===== config.mk =====
export PLATFORM = sky130hd
export DESIGN_NAME = note_sequencer
export DESIGN_NICKNAME = d
export VERILOG_FILES = /design/src/rtl/music_pkg.sv /design/src/rtl/note_store.sv /design/src/rtl/note_sequencer.sv
export SDC_FILE = /design/constraint.sdc
export NUM_CORES = 1
export LEC_CHECK = 0
export CAP_MARGIN = 20
export CORE_AREA = 3 3 144 146
export DETAILED_ROUTE_END_ITERATION = 8
export DIE_AREA = 0 0 147 149
export PLACE_DENSITY = 0.57
export SYNTH_ARGS = -nofsm -noshare
export SYNTH_HDL_FRONTEND = slang
export SYNTH_SLANG_ARGS = --single-unit

===== constraint.sdc =====
create_clock -name clk -period 3.4 [get_ports clk]
set_input_delay 1.02 -clock clk [delete_from_list [all_inputs] [get_ports clk]]
set_output_delay 1.02 -clock clk [all_outputs]
set_load 0.1 [all_outputs]

===== src/rtl/music_pkg.sv =====
// Shared types and constants for the music device note sequencer.
//   NOTE_W_DFLT / OCT_W_DFLT : default note-code and octave widths
//   REST_CODE                : all-ones note code, treated as a rest when enabled
//   seq_state_t              : playback FSM states
//   note_entry_t             : one stored slot {note, octave} at default widths
package music_pkg;

    localparam int unsigned NOTE_W_DFLT = 4;
    localparam int unsigned OCT_W_DFLT  = 2;

    localparam logic [NOTE_W_DFLT-1:0] REST_CODE = '1;

    typedef enum logic [1:0] {
        IDLE = 2'd0,
        LOAD = 2'd1,
        PLAY = 2'd2,
        GAP  = 2'd3
    } seq_state_t;

    typedef struct packed {
        logic [NOTE_W_DFLT-1:0] note;
        logic [OCT_W_DFLT-1:0]  octave;
    } note_entry_t;

endpackage


===== src/rtl/note_store.sv =====
// Note slot buffer: DEPTH x W, one write port, one registered read port.
// Slot contents are not reset; only the read register is.
//   clk, reset      : clock, asynchronous active-low reset
//   we/waddr/wdata  : write strobe, slot address, slot data
//   re/raddr        : read strobe and slot address (data appears next cycle)
//   rdata           : registered read data, holds when re is low
module note_store #(
    parameter int unsigned DEPTH = 16,
    parameter int unsigned AW    = 4,
    parameter int unsigned W     = 6
) (
    input  logic          clk,
    input  logic          reset,
    input  logic          we,
    input  logic [AW-1:0] waddr,
    input  logic [W-1:0]  wdata,
    input  logic          re,
    input  logic [AW-1:0] raddr,
    output logic [W-1:0]  rdata
);

    logic [W-1:0] mem [DEPTH];
    logic [W-1:0] rdata_q, rdata_d;

    // Storage array, no reset
    always_ff @(posedge clk) begin
        if (we) begin
            mem[waddr] <= wdata;
        end
    end

    always_comb begin
        rdata_d = rdata_q;
        if (re) begin
            rdata_d = mem[raddr];
        end
    end

    always_ff @(posedge clk or negedge reset) begin
        if (!reset) begin
            rdata_q <= '0;
        end else begin
            rdata_q <= rdata_d;
        end
    end

    assign rdata = rdata_q;

endmodule


===== src/rtl/note_sequencer.sv =====
// Record/playback engine: appends keyboard notes to a slot buffer and plays
// them back as timed steps (LOAD + PLAY + GAP = STEP_TICKS cycles) with a gate.
// Optional macro NOTE_SEQ_REST_EN: all-ones note code plays as a silent rest.
//   clk, reset                    : clock, asynchronous active-low reset
//   rec_valid/rec_note/rec_octave : append one note (IDLE only)
//   play_start/play_stop/clear    : playback and buffer control strobes
//   loop_en                       : wrap to slot 0 after the last note
//   note_out/octave_out/gate      : current step and its gate
//   playing/play_idx              : non-IDLE flag and slot being played
//   count/full                    : fill level
//   done/overflow                 : completion and dropped-record pulses
module note_sequencer
    import music_pkg::*;
#(
    parameter int unsigned DEPTH      = 16,
    parameter int unsigned NOTE_W     = NOTE_W_DFLT,
    parameter int unsigned OCT_W      = OCT_W_DFLT,
    parameter int unsigned STEP_TICKS = 12_500_000,
    parameter int unsigned GAP_TICKS  = 1_250_000
) (
    input  logic                       clk,
    input  logic                       reset,
    input  logic                       rec_valid,
    input  logic [NOTE_W-1:0]          rec_note,
    input  logic [OCT_W-1:0]           rec_octave,
    input  logic                       play_start,
    input  logic                       play_stop,
    input  logic                       clear,
    input  logic                       loop_en,
    output logic [NOTE_W-1:0]          note_out,
    output logic [OCT_W-1:0]           octave_out,
    output logic                       gate,
    output logic                       playing,
    output logic [$clog2(DEPTH)-1:0]   play_idx,
    output logic [$clog2(DEPTH):0]     count,
    output logic                       full,
    output logic                       done,
    output logic                       overflow
);

    localparam int unsigned IDX_W    = $clog2(DEPTH);
    localparam int unsigned CNT_W    = IDX_W + 1;
    localparam int unsigned TICK_W   = $clog2(STEP_TICKS);
    localparam int unsigned ENT_W    = NOTE_W + OCT_W;
    localparam int unsigned PLAY_LEN = STEP_TICKS - GAP_TICKS - 1;

    seq_state_t         state_q, state_d;
    logic [IDX_W-1:0]   play_idx_q, play_idx_d;
    logic [CNT_W-1:0]   count_q, count_d;
    logic [TICK_W-1:0]  tick_q, tick_d;
    logic [NOTE_W-1:0]  note_q, note_d;
    logic [OCT_W-1:0]   oct_q, oct_d;
    logic               gate_q, gate_d;
    logic               playing_q, playing_d;
    logic               full_q, full_d;
    logic               done_q, done_d;
    logic               ovf_q, ovf_d;

    logic               store_we;
    logic               store_re;
    logic [ENT_W-1:0]   store_rdata;
    logic               step_end;
    logic               more_notes;
    logic               is_rest_c;

    note_store #(
        .DEPTH (DEPTH),
        .AW    (IDX_W),
        .W     (ENT_W)
    ) u_store (
        .clk   (clk),
        .reset (reset),
        .we    (store_we),
        .waddr (count_q[IDX_W-1:0]),
        .wdata ({rec_note, rec_octave}),
        .re    (store_re),
        .raddr (play_idx_d),
        .rdata (store_rdata)
    );

    // Slot read during LOAD lands in the output registers on entry to PLAY
    always_comb begin
        note_d = note_q;
        oct_d  = oct_q;
        if (state_q == LOAD) begin
            note_d = store_rdata[ENT_W-1:OCT_W];
            oct_d  = store_rdata[OCT_W-1:0];
        end
    end

`ifdef NOTE_SEQ_REST_EN
    localparam logic [NOTE_W-1:0] REST_NOTE = '1;
    assign is_rest_c = (note_d == REST_NOTE);
`else
    assign is_rest_c = 1'b0;
`endif

    assign more_notes = (({1'b0, play_idx_q} + CNT_W'(1)) < count_q);

    // Next-state and output logic; commands resolved clear > stop > start > rec
    always_comb begin
        state_d    = state_q;
        play_idx_d = play_idx_q;
        count_d    = count_q;
        tick_d     = tick_q;
        done_d     = 1'b0;
        ovf_d      = 1'b0;
        store_we   = 1'b0;
        step_end   = 1'b0;

        if (clear) begin
            state_d    = IDLE;
            count_d    = '0;
            play_idx_d = '0;
            tick_d     = '0;
        end else if (play_stop) begin
            state_d    = IDLE;
            play_idx_d = '0;
            tick_d     = '0;
        end else begin
            case (state_q)
                IDLE: begin
                    if (play_start) begin
                        if (count_q != '0) begin
                            state_d    = LOAD;
                            play_idx_d = '0;
                        end
                    end else if (rec_valid) begin
                        if (full_q) begin
                            ovf_d = 1'b1;
                        end else begin
                            store_we = 1'b1;
                            count_d  = count_q + CNT_W'(1);
                        end
                    end
                end
                LOAD: begin
                    state_d = PLAY;
                    tick_d  = '0;
                end
                PLAY: begin
                    if (tick_q == TICK_W'(PLAY_LEN - 1)) begin
                        tick_d = '0;
                        if (GAP_TICKS == 0) begin
                            step_end = 1'b1;
                        end else begin
                            state_d = GAP;
                        end
                    end else begin
                        tick_d = tick_q + TICK_W'(1);
                    end
                end
                GAP: begin
                    if (tick_q == TICK_W'(GAP_TICKS - 1)) begin
                        tick_d   = '0;
                        step_end = 1'b1;
                    end else begin
                        tick_d = tick_q + TICK_W'(1);
                    end
                end
                default: state_d = IDLE;
            endcase

            // Last slot either wraps (loop) or finishes the run
            if (step_end) begin
                if (more_notes) begin
                    play_idx_d = play_idx_q + IDX_W'(1);
                    state_d    = LOAD;
                end else if (loop_en) begin
                    play_idx_d = '0;
                    state_d    = LOAD;
                end else begin
                    play_idx_d = '0;
                    state_d    = IDLE;
                    done_d     = 1'b1;
                end
            end
        end

        store_re  = (state_d == LOAD);
        gate_d    = (state_d == PLAY) && !is_rest_c;
        playing_d = (state_d != IDLE);
        full_d    = (count_d == CNT_W'(DEPTH));
    end

    always_ff @(posedge clk or negedge reset) begin
        if (!reset) begin
            state_q    <= IDLE;
            play_idx_q <= '0;
            count_q    <= '0;
            tick_q     <= '0;
            note_q     <= '0;
            oct_q      <= '0;
            gate_q     <= 1'b0;
            playing_q  <= 1'b0;
            full_q     <= 1'b0;
            done_q     <= 1'b0;
            ovf_q      <= 1'b0;
        end else begin
            state_q    <= state_d;
            play_idx_q <= play_idx_d;
            count_q    <= count_d;
            tick_q     <= tick_d;
            note_q     <= note_d;
            oct_q      <= oct_d;
            gate_q     <= gate_d;
            playing_q  <= playing_d;
            full_q     <= full_d;
            done_q     <= done_d;
            ovf_q      <= ovf_d;
        end
    end

    assign note_out   = note_q;
    assign octave_out = oct_q;
    assign gate       = gate_q;
    assign playing    = playing_q;
    assign play_idx   = play_idx_q;
    assign count      = count_q;
    assign full       = full_q;
    assign done       = done_q;
    assign overflow   = ovf_q;

endmodule


==> run summary, run 1 <==
Clock Skews - 0.00826 ns
Sequential Area - 4190 sq um
R2R Path Start - play_idx[0]
Final hold vios - 0
Post-synth ARST share - 0.351
# setup viols final - 0
GP Congestion - 0.855
Multi-input logic area - 2420 sq um
Count leader, synth - edfxtp_1
Largest net degree at the start of global routing - 31
First-pass GRT wire length - 26400 um
Sequential area share after synthesis - 0.618
Worst hold margin - 0.392 ns
Tmin final - 3.26 ns
Synthesis-to-finish area growth - 23.5%
Share of layout cells above drive strength 1 - 0.207
Clock slew at reported path FFs - 0.06 ns
Total negative slack - 0 ns
Status - finished, final reports clean
Count of cell types in the netlist - 62
Clock sinks - 148
Detailed placer's ending HPWL - 11800 um
Headroom to the max-slew limit - 0.554
Met3 GRT Util - 0.0404
Startpoint types - input pin
Synth top cells by count - 96 x edfxtp_1, 68 x nand2_1, 52 x dfrtp_1
Arr. time, crit path - 3.55 ns
Syn_area_per_cell - 11.9 sq um
Min-Delay Path Class - input pin to asynchronous set/reset pin
Crit Path Class - input pin to register
GRT Max-Usage Layer - met2
Maximum clock frequency - 0.307 GHz
Post-DRT Antenna Nets - 0
Worst Path Required - 3.69 ns
Vias - 4776
Iteration count of the initial detailed-routing pass - 4
Largest cells by area after synthesis - edfxtp_1 43%, dfrtp_1 19%, mux2i_1 5.0%
Prevailing post-synth register cell - edfxtp_1
Top cell type's share of synthesized area - 0.426
Row count - 51
CTS buffer count - 17
GRT Util Overall - 0.156
VDD IR max - 0.000296 V
CP Cell Sequence - clkdlybuf4s50_1, or3b_2, o211ai_1, a21oi_1, a31oi_4, buf_4, buf_12, mux2i_1, a22oi_1, mux2i_1, o211ai_1
Vias in the first global route - 4767
# Max-Cap Violations - 0
Post-synth EDFFs - 96
Met2 Use GR - 0.254
Reg-to-reg slack, setup - 0.18 ns
I/O pin cnt - 33
Fillers - 1813
Crit-path slowest cell - clkdlybuf4s50_1
Cell area after synthesis - 6770 sq um
Slew Viols, Final - 0
CP max stage delay - 0.48 ns
Worst slew pin tran - 0.667 ns
Max Buffers Root-to-Sink - 2
Hold-fix buffers, CTS - 0
DRC viols - 0
GR Util met1 - 0.205
CTS root buf - clkbuf_16
DIE AREA - 21900 sq um
RSZ-0062 raised after global routing - no
Synth area leader - edfxtp_1
TritonCTS clock tree - built
Detailed Route Iter0 Violations - 245
CP max FO - 20
#FFs+latches synth - 148
Initial antenna violation count - 0
Ant. Diodes - 0
H-tree depth - 4
Critical path origin - play_start
Yosys warning count - 0
Final nets - 673
Port Buf Inserts - 32
Clk Latency, worst-skew pair - 0.42 ns
Die width - 147 um
Drt wl/cell - 17.8 um
Crit. End Element - register
Die height - 149 um
Core region area - 19500 sq um
Initial Utilization - 0.347
Period utilisation layout - 0.958
Cells after Synth - 569
Post-synth net total - 593
Detailed Route WL - 16500 um
Pwr/cell area - 503 nW/um^2
Gr ovfl total - 0
Vias per cell - 5.15
LEAKAGE - 3.48 nW
==> worst max-delay path, delay by kind of cell <==
kind            cells  cell delay (ns)
simple gates        1             0.47
compound gates      5             0.75
mux                 2             0.49
buf+inv             3             0.80
==> repair_timing <==
action                                  4_1_cts  5_1_grt
setup buffers                                 0        2
endpoints found under the setup margin        0        4
resized for setup                             0        4
==> sequential cells by signal, summed over array words and instances (netlist names) <==
name	flops
tick_q	24
overflow	1
gate	1
octave_out	2
u_store.rdata	6
playing	1
count	5
state_q	2
play_idx	4
u_store.mem	96
note_out	4
done	1
full	1
==> routing by layer <==
metal  vias to the layer above  wire, um
li1                       2290         -
met2                       106      7990
met3                        16       714
met1                      2364      7520
met4                         0       278
met5                         -         0
==> cell type report <==
cell class	instances	area share
sequential	148	0.501
multi-input combinational	376	0.290
tap	265	0.0397
clock inverter	14	0.0226
inverter	18	0.00838
timing repair buffer	88	0.0870
clock buffer	18	0.0514
==> cells in the final DEF, fill, tap and decap left out, drive strengths merged, types with 9 or more instances in the layout <==
master / count
dfrtp: 52
clkdlybuf4s50: 11
o21ai: 38
ha: 11
a22oi: 10
nand4: 12
clkbuf: 18
o211ai: 9
and3: 13
buf: 77
nor3: 9
mux2i: 34
nor2: 36
inv: 24
a21oi: 23
nand2: 69
nand3: 21
edfxtp: 96
==> logic make-up (layout without fill, tap and decap cells) <==
family	Yosys count	in the layout	synth area share
AO/OA/AOI/OAI	114	114	0.106
flip-flops	148	148	0.618
XOR/XNOR	12	12	0.0155
adder cells (fa/ha/maj)	11	11	0.0203
buffers and inverters	45	138	0.0274
AND/OR/NAND/NOR	199	199	0.152
multiplexers	40	40	0.0603
==> report_power, final <==
part           leakage [nW]  switching, W  internal [W]
sequential             1.58     0.0000318       0.00196
combinational          1.60      0.000190     0.0000711
clock                 0.302      0.000776       0.00118
total                  3.48      0.000998       0.00321
==> stage by stage <==
stage          instances   util  setup slack, ns  area [sq um]  total power (W)
6_report             927  0.428            0.141          8360          0.00421
2_1_floorplan        569      -           0.0406          6770          0.00217
4_1_cts              925  0.427            0.111          8330          0.00425
3_5_place_dp         893  0.395           -0.310          7710          0.00229
3_3_place_gp         893  0.395           -0.295          7710          0.00228
5_1_grt              927  0.428           0.0225          8360          0.00435
==> final timing paths <==
kind / cells after the start / to
max: 11 / u_store.rdata[2]
max reg2reg: 13 / u_store.rdata[2]
min in group clk: 1 / octave_out[0]
max in group asynchronous: 2 / play_idx[2]
min: 1 / tick_q[9]
min reg2reg: 1 / octave_out[0]
Power figures use the tool's default switching activity.
==> run 2, diff against run 1 <==
--- a/config.mk
+++ b/config.mk
@@ -9,6 +9,7 @@
 export CORE_AREA = 3 3 144 146
 export DETAILED_ROUTE_END_ITERATION = 8
 export DIE_AREA = 0 0 147 149
+export MAX_ROUTING_LAYER = met4
 export PLACE_DENSITY = 0.57
 export SYNTH_ARGS = -nofsm -noshare
 export SYNTH_HDL_FRONTEND = slang
==> run 2 against run 1 <==
Routed wire length fell by 0.36%. Die area did not move. Combinational power barely moved. Hold slack barely moved. Final cell count did not move. Via count fell by 0.15%. Sequential power barely moved. Largest cell class unchanged.
==> run summary, run 2 (synthesis results as in run 1) <==
Period utilisation layout - 0.957 (was 0.958)
Worst slew pin tran - 0.672 ns (was 0.667 ns)
Synthesis-to-finish area growth - 23.5% (unchanged)
Post-Layout Inst Area - 8360 sq um (unchanged)
Max reg flops - 96 (unchanged)
RSZ-0062 raised after global routing - no (unchanged)
First-pass GRT wire length - 26500 um (was 26400 um)
Initial Utilization - 0.347 (unchanged)
Vias in the first global route - 4778 (was 4767)
# Max-Cap Violations - 0 (unchanged)
Port Buf Inserts - 32 (unchanged)
Tmin final - 3.25 ns (was 3.26 ns)
Largest net degree at the start of global routing - 31 (unchanged)
Worst slack at placement - -0.310 ns (unchanged)
CTS root buf - clkbuf_16 (unchanged)
Vias - 4769 (was 4776)
Max Buffers Root-to-Sink - 2 (unchanged)
Headroom to the max-slew limit - 0.550 (was 0.554)
Row count - 51 (unchanged)
Hold-fix buffers, CTS - 0 (unchanged)
GRT Util Overall - 0.161 (was 0.156)
Detailed Route Iter0 Violations - 298 (was 245)
Area after DPL - 7710 sq um (unchanged)
Clock sinks - 148 (unchanged)
Die height - 149 um (unchanged)
Commonest non-fill, non-tap cell in the layout - edfxtp_1 (unchanged)
Worst Reg-to-Reg Cells - 13 (unchanged)
Crit Path Class - input pin to register (unchanged)
Clk Latency, worst-skew pair - 0.42 ns (about the same)
Slew Viols, Final - 0 (unchanged)
Detailed Route WL - 16400 um (was 16500 um)
Drt wl/cell - 17.7 um (was 17.8 um)
Core region area - 19500 sq um (unchanged)
CP max FO - 20 (unchanged)
Detailed placer's ending HPWL - 11800 um (unchanged)
Largest register by flop count - u_store.mem (unchanged)
VDD IR max - 0.000298 V (was 0.000296 V)
Clock Skews - 0.0127 ns (was 0.00826 ns)
# setup viols final - 0 (unchanged)
Maximum clock frequency - 0.307 GHz (about the same)
Ant. Diodes - 0 (unchanged)
Worst Path Required - 3.70 ns (was 3.69 ns)
Most frequent cells in the layout - 96 x edfxtp_1, 72 x buf_4, 68 x nand2_1 (unchanged)
PnR worst setup slack - 0.147 ns (was 0.141 ns)
Arr. time, crit path - 3.55 ns (about the same)
Final hold vios - 0 (unchanged)
Startpoint types - input pin (unchanged)
LEAKAGE - 3.48 nW (unchanged)
Share of layout cells above drive strength 1 - 0.207 (unchanged)
Status - finished, final reports clean (unchanged)
Post-DRT Antenna Nets - 0 (unchanged)
Clock slew at reported path FFs - 0.06 ns (about the same)
H-tree depth - 4 (unchanged)
Gr ovfl total - 0 (unchanged)
GP Congestion - 0.869 (was 0.855)
Total negative slack - 0 ns (unchanged)
Final nets - 673 (unchanged)
Crit. End Element - register (unchanged)
Initial antenna violation count - 0 (unchanged)
DRC viols - 0 (unchanged)
CTS buffer count - 17 (unchanged)
I/O pin cnt - 33 (unchanged)
Iteration count of the initial detailed-routing pass - 4 (unchanged)
Die width - 147 um (unchanged)
Pwr/cell area - 503 nW/um^2 (about the same)
Min-Delay Path Class - input pin to asynchronous set/reset pin (unchanged)
DIE AREA - 21900 sq um (unchanged)
TritonCTS clock tree - built (unchanged)
Vias per cell - 5.14 (was 5.15)
## run 2: cell counts in the layout (fill, tap and decap cells not counted)
No cell type changed its count.
## run 2: where the power goes
| group | total [W] | internal, W | switching, W |
|---|---|---|---|
| registers | 0.00199 | 0.00196 | 0.0000313 |
| clock network | 0.00196 | 0.00118 | 0.000776 |
| logic | 0.000261 | 0.0000711 | 0.000190 |
| total | 0.00420 | 0.00321 | 0.000998 |
## run 2: critical path, cell delays in order
cell and delay (ns):
clkdlybuf4s50_1 0.48, or3b_2 0.47, o211ai_1 0.19, a21oi_1 0.11, a31oi_4 0.22, buf_4 0.15
buf_12 0.17, mux2i_1 0.25, a22oi_1 0.11, mux2i_1 0.24, o211ai_1 0.12
## run 2: area by class of cell
type | instances | area (sq um)
multi-input cells | 376 | 2420
fillers | 1813 | 11200
flip-flops and latches | 148 | 4190
well taps | 265 | 332
inverters | 18 | 70.1
clock buffers | 18 | 429
clock inverters | 14 | 189
repair buffers | 88 | 727
## run 2: stage by stage
step / utilization / hold slack, ns / instances / power [W]
2_1_floorplan: - / 0.461 / 569 / 0.00217
3_3_place_gp: 0.395 / 0.501 / 893 / 0.00228
3_5_place_dp: 0.395 / 0.507 / 893 / 0.00229
4_1_cts: 0.427 / 0.381 / 925 / 0.00425
5_1_grt: 0.428 / 0.379 / 927 / 0.00435
6_report: 0.428 / 0.392 / 927 / 0.00420
## run 2: worst paths after layout
kind,startpoint,endpoint,slack [ns]
hold / removal,reset,tick_q[9],0.39
hold reg to reg,octave_out[0],octave_out[0],0.52
min in group clk,octave_out[0],octave_out[0],0.52
setup / recovery,play_start,u_store.rdata[2],0.15
setup reg to reg,play_idx[0],u_store.rdata[2],0.17
max in group asynchronous,reset,play_idx[2],2.37
## run 2: per-layer routing
metal / up-vias / GRT usage / wire length [um]
met3: 18 / 0.0377 / 598
met5: - / - / 0
li1: 2290 / - / -
met4: 0 / 0.0527 / 269
met2: 96 / 0.253 / 7980
met1: 2365 / 0.207 / 7590
## run 2: repair_timing
item                                    in CTS  in global routing
resized for setup                            0                  4
endpoints found under the setup margin       0                  5
setup buffers                                0                  2
==> run 3, diff against run 2 <==
--- a/config.mk
+++ b/config.mk
@@ -6,11 +6,12 @@
 export NUM_CORES = 1
 export LEC_CHECK = 0
 export CAP_MARGIN = 20
-export CORE_AREA = 3 3 144 146
+export CORE_AREA = 3 3 145 147
 export DETAILED_ROUTE_END_ITERATION = 8
-export DIE_AREA = 0 0 147 149
+export DIE_AREA = 0 0 148 150
 export MAX_ROUTING_LAYER = met4
 export PLACE_DENSITY = 0.57
 export SYNTH_ARGS = -nofsm -noshare
 export SYNTH_HDL_FRONTEND = slang
+export SYNTH_HIERARCHICAL = 1
 export SYNTH_SLANG_ARGS = --single-unit
==> run 3 against run 2 <==
Clock power is essentially flat. Total power grew 2.5%. Maximum frequency shrank 0.33%. Critical path depth grew 3. Critical path type is now register to register. Largest cell class unchanged. Design area grew 2.2%. Routed wire length is essentially flat. Setup slack lost 0.011 ns.
==> run summary, run 3 <==
# setup viols final - 0 (unchanged)
VDD IR max - 0.000395 V (was 0.000298 V)
Yosys warning count - 6 (was 0)
Vias in the first global route - 4705 (was 4778)
Worst slew pin tran - 0.958 ns (was 0.672 ns)
LEAKAGE - 3.08 nW (was 3.48 nW)
GP Congestion - 0.845 (was 0.869)
Largest register by flop count - u_store/mem (was u_store.mem)
Reg-to-reg slack, setup - 0.14 ns (was 0.17 ns)
Gr ovfl total - 0 (unchanged)
Share of layout cells above drive strength 1 - 0.280 (was 0.207)
CP max stage delay - 0.50 ns (was 0.48 ns)
First-pass GRT wire length - 26400 um (was 26500 um)
Period utilisation layout - 0.960 (was 0.957)
Die height - 150 um (was 149 um)
Prevailing post-synth register cell - edfxtp_1 (unchanged)
Initial Utilization - 0.343 (was 0.347)
Ant. Diodes - 0 (unchanged)
Largest net degree at the start of global routing - 42 (was 31)
Placed insts - 829 (was 893)
Vias per cell - 5.29 (was 5.14)
Arr. time, crit path - 3.55 ns (about the same)
Initial antenna violation count - 0 (unchanged)
DIE AREA - 22200 sq um (was 21900 sq um)
Vias - 4578 (was 4769)
Die width - 148 um (was 147 um)
# Max-Cap Violations - 0 (unchanged)
I/O pin cnt - 33 (unchanged)
Slew Viols, Final - 0 (unchanged)
R2R Path End - u_store/rdata[3] (was u_store.rdata[2])
Worst hold margin - 0.517 ns (was 0.392 ns)
Post-route insts no fill - 866 (was 927)
Most frequent cells in the layout - 96 x edfxtp_1, 74 x buf_4, 48 x dfrtp_1 (was 96 x edfxtp_1, 72 x buf_4, 68 x nand2_1)
Crit. End Element - register (unchanged)
Headroom to the max-slew limit - 0.361 (was 0.550)
Sequential area share after synthesis - 0.609 (was 0.618)
Drt wl/cell - 19.0 um (was 17.7 um)
DRC viols - 0 (unchanged)
Worst Reg-to-Reg Cells - 14 (was 13)
CP max FO - 8 (was 20)
Worst Path Required - 3.69 ns (was 3.70 ns)
GRT Util Overall - 0.159 (was 0.161)
#FFs+latches synth - 148 (unchanged)
Port Buf Inserts - 32 (unchanged)
Synthesis-to-finish area growth - 24.3% (was 23.5%)
Clock slew at reported path FFs - 0.07 ns (was 0.06 ns)
Commonest non-fill, non-tap cell in the layout - edfxtp_1 (unchanged)
Post-synth EDFFs - 96 (unchanged)
Maximum clock frequency - 0.306 GHz (was 0.307 GHz)
Count of cell types in the netlist - 61 (was 62)
CTS buffer count - 17 (unchanged)
R2R Path Start - play_idx[1] (was play_idx[0])
Cells after Synth - 500 (was 569)
Pwr/cell area - 505 nW/um^2 (was 503 nW/um^2)
Clk Latency, worst-skew pair - 0.42 ns (about the same)
Row count - 52 (was 51)
Crit Path Class - register to register (was input pin to register)
Status - finished, final reports clean (unchanged)
Min-Delay Path Class - register to register (was input pin to asynchronous set/reset pin)
Cell area after synthesis - 6870 sq um (was 6770 sq um)
H-tree depth - 4 (unchanged)
Max Buffers Root-to-Sink - 2 (unchanged)
Detailed placer's ending HPWL - 11200 um (was 11800 um)
Post-synth ARST share - 0.351 (unchanged)
Detailed Route Iter0 Violations - 336 (was 298)
Startpoint types - register (was input pin)
Syn_area_per_cell - 13.7 sq um (was 11.9 sq um)
Post-DRT Antenna Nets - 0 (unchanged)
Synth area leader - edfxtp_1 (unchanged)
CP Cell Sequence - ha_4, nor2b_1, or2_4, ha_4, a21o_1, a31oi_1, o21a_2, nand3b_1, a21oi_2, buf_12, buf_12, mux4_2, o22ai_1, a221oi_1 (was clkdlybuf4s50_1, or3b_2, o211ai_1, a21oi_1, a31oi_4, buf_4, buf_12, mux2i_1, a22oi_1, mux2i_1, o211ai_1)
Clock Skews - 0.0110 ns (was 0.0127 ns)
Tmin final - 3.26 ns (was 3.25 ns)
Count leader, synth - edfxtp_1 (unchanged)
Final hold vios - 0 (unchanged)
Final nets - 605 (was 673)
Critical Path End - u_store/rdata[3] (was u_store.rdata[2])
Top cell type's share of synthesized area - 0.420 (was 0.426)
Post-synth net total - 522 (was 593)
Largest cells by area after synthesis - edfxtp_1 42%, dfrtp_1 19%, mux4_1 4.6% (was edfxtp_1 43%, dfrtp_1 19%, mux2i_1 5.0%)
Hold-fix buffers, CTS - 0 (unchanged)
Iteration count of the initial detailed-routing pass - 5 (was 4)
Crit-path slowest cell - mux4_2 (was clkdlybuf4s50_1)
Clock sinks - 148 (unchanged)
Core region area - 20000 sq um (was 19500 sq um)
Critical path origin - play_idx[1] (was play_start)
TritonCTS clock tree - built (unchanged)
CTS root buf - clkbuf_16 (unchanged)
Synth top cells by count - 96 x edfxtp_1, 52 x dfrtp_1, 35 x nand2_1 (was 96 x edfxtp_1, 68 x nand2_1, 52 x dfrtp_1)
Detailed Route WL - 16500 um (was 16400 um)
Max reg flops - 96 (unchanged)
## run 3: kinds of logic (layout without fill, tap and decap cells)
logic type,after synthesis,after routing,share of synthesized area
compound gates,65,65,0.0652
xor+xnor,9,9,0.0115
fa+ha+maj,10,10,0.0179
buf+inv,41,137,0.0359
flops,148,148,0.609
mux,40,40,0.110
simple gates,187,187,0.151
## run 3: worst min path at each step
| stage | startpoint | end | slack, ns | cells after the start |
|---|---|---|---|---|
| floorplan | u_store/rdata[4] | note_out[2] | 0.48 | 1 |
| global placement | octave_out[0] | octave_out[0] | 0.50 | 1 |
| detailed placement | u_store/rdata[2] | note_out[0] | 0.50 | 1 |
| CTS | note_out[1] | note_out[1] | 0.52 | 1 |
| global route | u_store/rdata[3] | note_out[1] | 0.53 | 1 |
| finish | note_out[1] | note_out[1] | 0.52 | 1 |
## run 3: routing by layer
| metal | vias to the layer above | global-route usage | routed length [um] |
|---|---|---|---|
| met3 | 19 | 0.0342 | 727 |
| met4 | 0 | 0.0499 | 259 |
| met5 | - | - | 0 |
| li1 | 2126 | - | - |
| met2 | 126 | 0.261 | 8310 |
| met1 | 2307 | 0.200 | 7160 |
## run 3: layout make-up
cell class / instances / area [sq um]
timing repair buffer: 94 / 827
tap: 270 / 338
sequential: 148 / 4190
multi-input combinational: 311 / 2530
fill: 1857 / 11500
inverter: 11 / 41.3
clock buffer: 17 / 425
clock inverter: 15 / 184
## run 3: stage by stage
step                      setup slack, ns  instance area, sq um  setup TNS [ns]  utilization  total power (W)
final                               0.136                  8540               0        0.426          0.00431
after global routing              -0.0109                  8540         -0.0157        0.426          0.00445
after CTS                         0.00663                  8410               0        0.420          0.00435
after detailed placement           -0.197                  7800           -5.22        0.389          0.00241
after global placement             -0.247                  7800           -7.06        0.389          0.00240
after floorplan                   -0.0100                  6900         -0.0201            -          0.00228
## run 3: report_power, final
part / internal [W] / leakage [nW] / total, W / switching [W]
Combinational: 0.0000955 / 1.22 / 0.000363 / 0.000268
Clock: 0.00112 / 0.300 / 0.00194 / 0.000824
Sequential: 0.00197 / 1.57 / 0.00201 / 0.0000335
## run 3: critical path, delay by kind of cell (launching register included)
family,cells,cell delay [ns]
fa+ha+maj,2,0.38
simple gates,3,0.51
mux,1,0.50
compound gates,6,0.96
flops,1,0.49
buf+inv,2,0.29
## run 3: repair_timing
action	4_1_cts	5_1_grt
hold endpoints to repair	0	0
gates resized for setup	0	21
buffers inserted	0	4
endpoints found under the setup margin	0	6
